===== config.mk =====
export PLATFORM = sky130hd
export DESIGN_NAME = response_tree_pipe_ic
export DESIGN_NICKNAME = d
export VERILOG_FILES = /design/src/rtl/response_tree_pipe_ic.sv
export SDC_FILE = /design/constraint.sdc
export NUM_CORES = 1
export LEC_CHECK = 0
export ABC_CLOCK_PERIOD_IN_PS = 3850
export CAP_MARGIN = 20
export CORE_AREA = 8 8 129 131
export CTS_CLUSTER_SIZE = 20
export DETAILED_ROUTE_END_ITERATION = 10
export DIE_AREA = 0 0 137 139
export GPL_TIMING_DRIVEN = 0
export PLACE_DENSITY = 0.73
export SLEW_MARGIN = 20
export SYNTH_ARGS = -nofsm -noshare
export SYNTH_HDL_FRONTEND = slang
export SYNTH_SLANG_ARGS = --single-unit

===== constraint.sdc =====
create_clock -name clk -period 3.85 [get_ports clk]
set_input_delay 0.77 -clock clk [delete_from_list [all_inputs] [get_ports clk]]
set_output_delay 0.77 -clock clk [all_outputs]
set_load 0.02 [all_outputs]

===== src/rtl/response_tree_pipe_ic.sv =====
// N_SLAVE->1 response-routing tree with selectable per-level register stages,
// sticky same-cycle collision flag and a delivered-response counter.
module response_tree_pipe_ic #(
    parameter int unsigned DATA_WIDTH = 32,
    parameter int unsigned ID_WIDTH   = 4,
    parameter int unsigned N_SLAVE    = 8,
    parameter int unsigned PIPE_MASK  = 8'h00,
    parameter int unsigned CNT_WIDTH  = 16
) (
    input  logic                          clk,
    input  logic                          rst,
    input  logic [N_SLAVE-1:0]            data_r_valid_i,
    input  logic [N_SLAVE*DATA_WIDTH-1:0] data_r_rdata_i,
    input  logic [N_SLAVE*ID_WIDTH-1:0]   data_r_ID_i,
    output logic                          data_r_valid_o,
    output logic [DATA_WIDTH-1:0]         data_r_rdata_o,
    output logic [ID_WIDTH-1:0]           data_r_ID_o,
    input  logic                          collision_clr_i,
    output logic                          collision_o,
    output logic [CNT_WIDTH-1:0]          resp_cnt_o
);

    localparam int unsigned LOG_SLAVE = (N_SLAVE > 1) ? $clog2(N_SLAVE) : 0;
    localparam int unsigned NP        = 1 << LOG_SLAVE;

    // Heap-indexed tree: node 1 is the root, nodes NP..2*NP-1 are the leaves,
    // node i combines children 2*i (lower index, wins) and 2*i+1.
    for (genvar i = 1; i < 2 * NP; i++) begin : g_node
        logic                  out_v;
        logic [DATA_WIDTH-1:0] out_d;
        logic [ID_WIDTH-1:0]   out_id;
        // Valid-only view of the current input cycle, so collisions are flagged
        // one edge after the offending inputs regardless of the pipeline depth.
        logic                  wave_v;
        logic                  coll_any;

        if (i >= NP) begin : g_leaf
            if (i - NP < N_SLAVE) begin : g_real
                assign out_v  = data_r_valid_i[i-NP];
                assign out_d  = data_r_rdata_i[(i-NP)*DATA_WIDTH +: DATA_WIDTH];
                assign out_id = data_r_ID_i[(i-NP)*ID_WIDTH +: ID_WIDTH];
            end else begin : g_pad
                assign out_v  = 1'b0;
                assign out_d  = '0;
                assign out_id = '0;
            end
            assign wave_v   = out_v;
            assign coll_any = 1'b0;
        end else begin : g_inner
            localparam int unsigned Lvl = LOG_SLAVE - $clog2(i + 1);

            logic                  mrg_v;
            logic [DATA_WIDTH-1:0] mrg_d;
            logic [ID_WIDTH-1:0]   mrg_id;

            assign mrg_v  = g_node[2*i].out_v | g_node[2*i+1].out_v;
            assign mrg_d  = g_node[2*i].out_v ? g_node[2*i].out_d  : g_node[2*i+1].out_d;
            assign mrg_id = g_node[2*i].out_v ? g_node[2*i].out_id : g_node[2*i+1].out_id;

            assign wave_v   = g_node[2*i].wave_v | g_node[2*i+1].wave_v;
            assign coll_any = (g_node[2*i].wave_v & g_node[2*i+1].wave_v) |
                              g_node[2*i].coll_any | g_node[2*i+1].coll_any;

            if (((PIPE_MASK >> Lvl) & 32'd1) != 0) begin : g_reg
                logic                  v_q;
                logic [DATA_WIDTH-1:0] d_q;
                logic [ID_WIDTH-1:0]   id_q;

                always_ff @(posedge clk or posedge rst) begin
                    if (rst) begin
                        v_q  <= 1'b0;
                        d_q  <= '0;
                        id_q <= '0;
                    end else begin
                        v_q <= mrg_v;
                        if (mrg_v) begin
                            d_q  <= mrg_d;
                            id_q <= mrg_id;
                        end
                    end
                end

                assign out_v  = v_q;
                assign out_d  = d_q;
                assign out_id = id_q;
            end else begin : g_comb
                assign out_v  = mrg_v;
                assign out_d  = mrg_d;
                assign out_id = mrg_id;
            end
        end
    end

    assign data_r_valid_o = g_node[1].out_v;
    assign data_r_rdata_o = g_node[1].out_d;
    assign data_r_ID_o    = g_node[1].out_id;

    logic                 collision_q;
    logic [CNT_WIDTH-1:0] resp_cnt_q;

    always_ff @(posedge clk or posedge rst) begin
        if (rst) begin
            collision_q <= 1'b0;
        end else if (g_node[1].coll_any) begin
            collision_q <= 1'b1;
        end else if (collision_clr_i) begin
            collision_q <= 1'b0;
        end
    end

    always_ff @(posedge clk or posedge rst) begin
        if (rst) begin
            resp_cnt_q <= '0;
        end else if (data_r_valid_o) begin
            resp_cnt_q <= resp_cnt_q + CNT_WIDTH'(1);
        end
    end

    assign collision_o = collision_q;
    assign resp_cnt_o  = resp_cnt_q;

endmodule


==> flow_summary_export.csv <==
group,metric,value,unit
sta,post-route-period-util,0.978,
finish,multiInputGateArea,2780,sq um
critical_path,path_cells,"clkdlybuf4s50_1 -> or4_1 -> clkbuf_4 -> clkbuf_2 -> a22oi_1 -> dlygate4sd2_1",
die,dieArea,19000,sq um
routing,ant_nets,0,
die,core_region_area,14800,sq um
sta,finalMaxSlewViolations,0,
critical_path,crit_type,"input pin to output port",
clock_network,cts_buffer_depth,2,
clock_network,cts_buffers,3,
finish,final_layout_size_suffix_gt1_frac,0.0466,
clock_network,htreeDepth,1,
logic_synthesis,ys_ff_latch,17,
logic_synthesis,synth_cells,483,
global_route,gr-usage-met1,0.240,
routing,wire_per_inst,20.7,microns
place,dpl_cell_area,7150,sq um
critical_path,worstPathMaxFanout,10,
die,ios,353,
logic_synthesis,syn-cell-area,3410,sq um
place,io_buffer_count,350,
finish,final_cells,1025,
logic_synthesis,syn_nets,783,
pwr,irDropWorstVdd,0.182,mV
place,gp_congestion,0.879,
routing,avgViaCountPerCell,4.82,
die,chipHeight,139,microns
clock_network,cts_tree,"done",
pwr,p_sw,0.000509,W
sta,fin_setup_tns,0,ns
logic_synthesis,yosysSeqAreaShare,0.125,
logic_synthesis,ys.flop_type,"dfrtp_1",
place,place_inst,1021,
global_route,top_usage_layer,"met2",
finish,final_cell_area,7220,sq um
logic_synthesis,async_flop_share,1.00,
finish,seq_area,425,sq um
clock_network,clk-insertion-delay-late,0.25,ns
sta,hold_violations,0,
sta,tightest_slew,0.788,ns
logic_synthesis,yosysUniqueCellTypes,34,
die,placementRows,45,
routing,wl,21200,microns
sta,skew,0.00400,ns
sta,fmax,266,MHz
finish,syn_to_final_growth,112,%
critical_path,reg2reg_depth,4,
pwr,power,0.00139,W
clock_network,clock-sinks,17,
finish,n_fill_cell,1490,
die,start_util,0.231,
sta,setup_violations,0,
critical_path,max_stage_delay,0.60,ns
pwr,internal_power,0.000877,W
logic_synthesis,synth.avg_cell_area,7.06,sq um
job,drv_cap,0,
global_route,grt_first_pass_wirelength,31000,microns
pwr,clkPwrFrac,0.152,
place,hpwl,17800,microns
global_route,use_met3,0.0475,
critical_path,arrival,2.99,ns
critical_path,crit_path_start_kind,"input pin",
global_route,grtUsageMet2,0.384,
finish,nets,1138,
run_status,status,"finished clean",
pwr,swShare,0.367,
logic_synthesis,yosysWarnings,0,
finish,diodes,0,
clock_network,clkSlewWorstSetupHoldPaths,0.05,ns
routing,drc,0,
sta,fin_ws,0.0857,ns
global_route,track_usage,0.209,
global_route,grt_overflow,0,
clock_network,root_buffer,"clkbuf_16",
routing,drt_iter0_drc,274,
critical_path,rrSetupSlack,2.29,ns
global_route,antenna_found_initial,0,
pwr,p_per_area,192,nW/um^2
routing,vias,4941,
place,dp_slack,-0.604,ns
critical_path,worst_ep_required_time,3.08,ns
logic_synthesis,synth_edf_count,0,
sta,rsz0062_at_grt,"no",
sta,maxSlewHeadroom,0.475,
pwr,pwr-share-seq,0.191,
global_route,grt_max_degree,18,
worst_hold_path,min_path_cells,1,
worst_hold_path,hp-class,"flip-flop to flip-flop",
routing,drtPass1Iterations,5,
pwr,p_leak,3.12,nW
critical_path,worstSetupEndpointType,"output port",
critical_path,crit_slowest_cell,"or4_1",
global_route,grt_pass1_vias,5374,
pwr,comb_power_share,0.657,
die,die_x,137,microns
sta,fin_crit,3.76,ns
-- registers in the layout, indices dropped and copies added (netlist names) --
register / flops
collision_o: 1
resp_cnt_o: 16
-- cell type report --
type | instances | area share
buffer | 47 | 0.0319
tap | 188 | 0.0326
clock buffer | 4 | 0.0109
inverter | 3 | 0.00156
sequential | 17 | 0.0589
multi-input combinational | 416 | 0.385
timing repair buffer | 350 | 0.479
-- synthesized netlist by cell type (2+ instances only) --
cell type,count,area share
nand4_1,2,0.0037
o21ai_0,73,0.11
nor2_1,4,0.0044
xnor2_1,6,0.015
buf_2,8,0.012
nand2_1,79,0.087
inv_1,3,0.0033
buf_1,2,0.0022
nor3_1,5,0.0073
a21oi_1,37,0.054
nand3_1,4,0.0059
a22oi_1,37,0.081
clkbuf_1,35,0.039
nor4_1,2,0.0037
dfrtp_1,17,0.12
mux2i_1,108,0.32
nand2b_1,36,0.066
xor2_1,9,0.023
-- power by group through the flow --
stage	clock network (W)	registers [W]	logic (W)
3_5_place_dp	0	0.000267	0.000943
5_1_grt	0.000221	0.000270	0.000975
6_report	0.000211	0.000264	0.000911
4_1_cts	0.000212	0.000264	0.000920
3_3_place_gp	0	0.000264	0.000935
2_1_floorplan	0	0.000304	0.000335
-- layout by cell type (no fill, tap or decap), types with 9 or more instances in the layout --
cell,synthesis,layout
clkdlybuf4s50_1,0,314
mux2i_1,108,108
nand2_1,79,79
o21ai_0,73,73
a21oi_1,37,37
nand2b_1,36,36
a22oi_1,37,36
dlygate4sd2_1,0,35
clkbuf_1,35,18
dfrtp_1,17,17
buf_2,8,13
clkbuf_2,0,12
xor2_1,9,9
-- worst paths after layout --
check / start / endpoint
worst max-delay path: data_r_valid_i[1] / data_r_rdata_o[17]
worst min-delay path: resp_cnt_o[15] / resp_cnt_o[15]
worst max register to register: resp_cnt_o[3] / resp_cnt_o[15]
worst min register to register: resp_cnt_o[15] / resp_cnt_o[15]
max in group asynchronous: rst / resp_cnt_o[10]
min in group asynchronous: rst / resp_cnt_o[14]
-- per-stage QoR --
step / hold WS (ns) / util
floorplan: 0.578 / -
global placement: 0.468 / 0.485
detailed placement: 0.471 / 0.485
CTS: 0.482 / 0.490
global route: 0.490 / 0.490
finish: 0.480 / 0.490
-- critical path: cells and delay by family --
| family | cells | cell delay [ns] |
|---|---|---|
| buf+inv | 4 | 1.33 |
| compound gates | 1 | 0.29 |
| simple gates | 1 | 0.60 |
-- layer usage --
| layer | wire, microns | up-vias |
|---|---|---|
| li1 | - | 2442 |
| met1 | 8430 | 2257 |
| met2 | 10800 | 224 |
| met3 | 1630 | 18 |
| met4 | 332 | 0 |
| met5 | 0 | - |
-- kinds of logic (layout without fill, tap and decap cells) --
family	count (synthesis)	after routing	share of synthesized area
flip-flops	17	17	0.125
adder cells (fa/ha/maj)	1	1	0.00367
multiplexers	109	109	0.321
XOR/XNOR	15	15	0.0385
buffers and inverters	50	404	0.0613
AO/OA/AOI/OAI	151	151	0.255
AND/OR/NAND/NOR	140	140	0.196
-- timing repair --
action | CTS | global route
hold buffers | 0 | 0
setup buffers | 0 | 0
resized for setup | 61 | 5
endpoints found under the setup margin | 36 | 2
No activity file was read; power rests on OpenSTA's default activity.
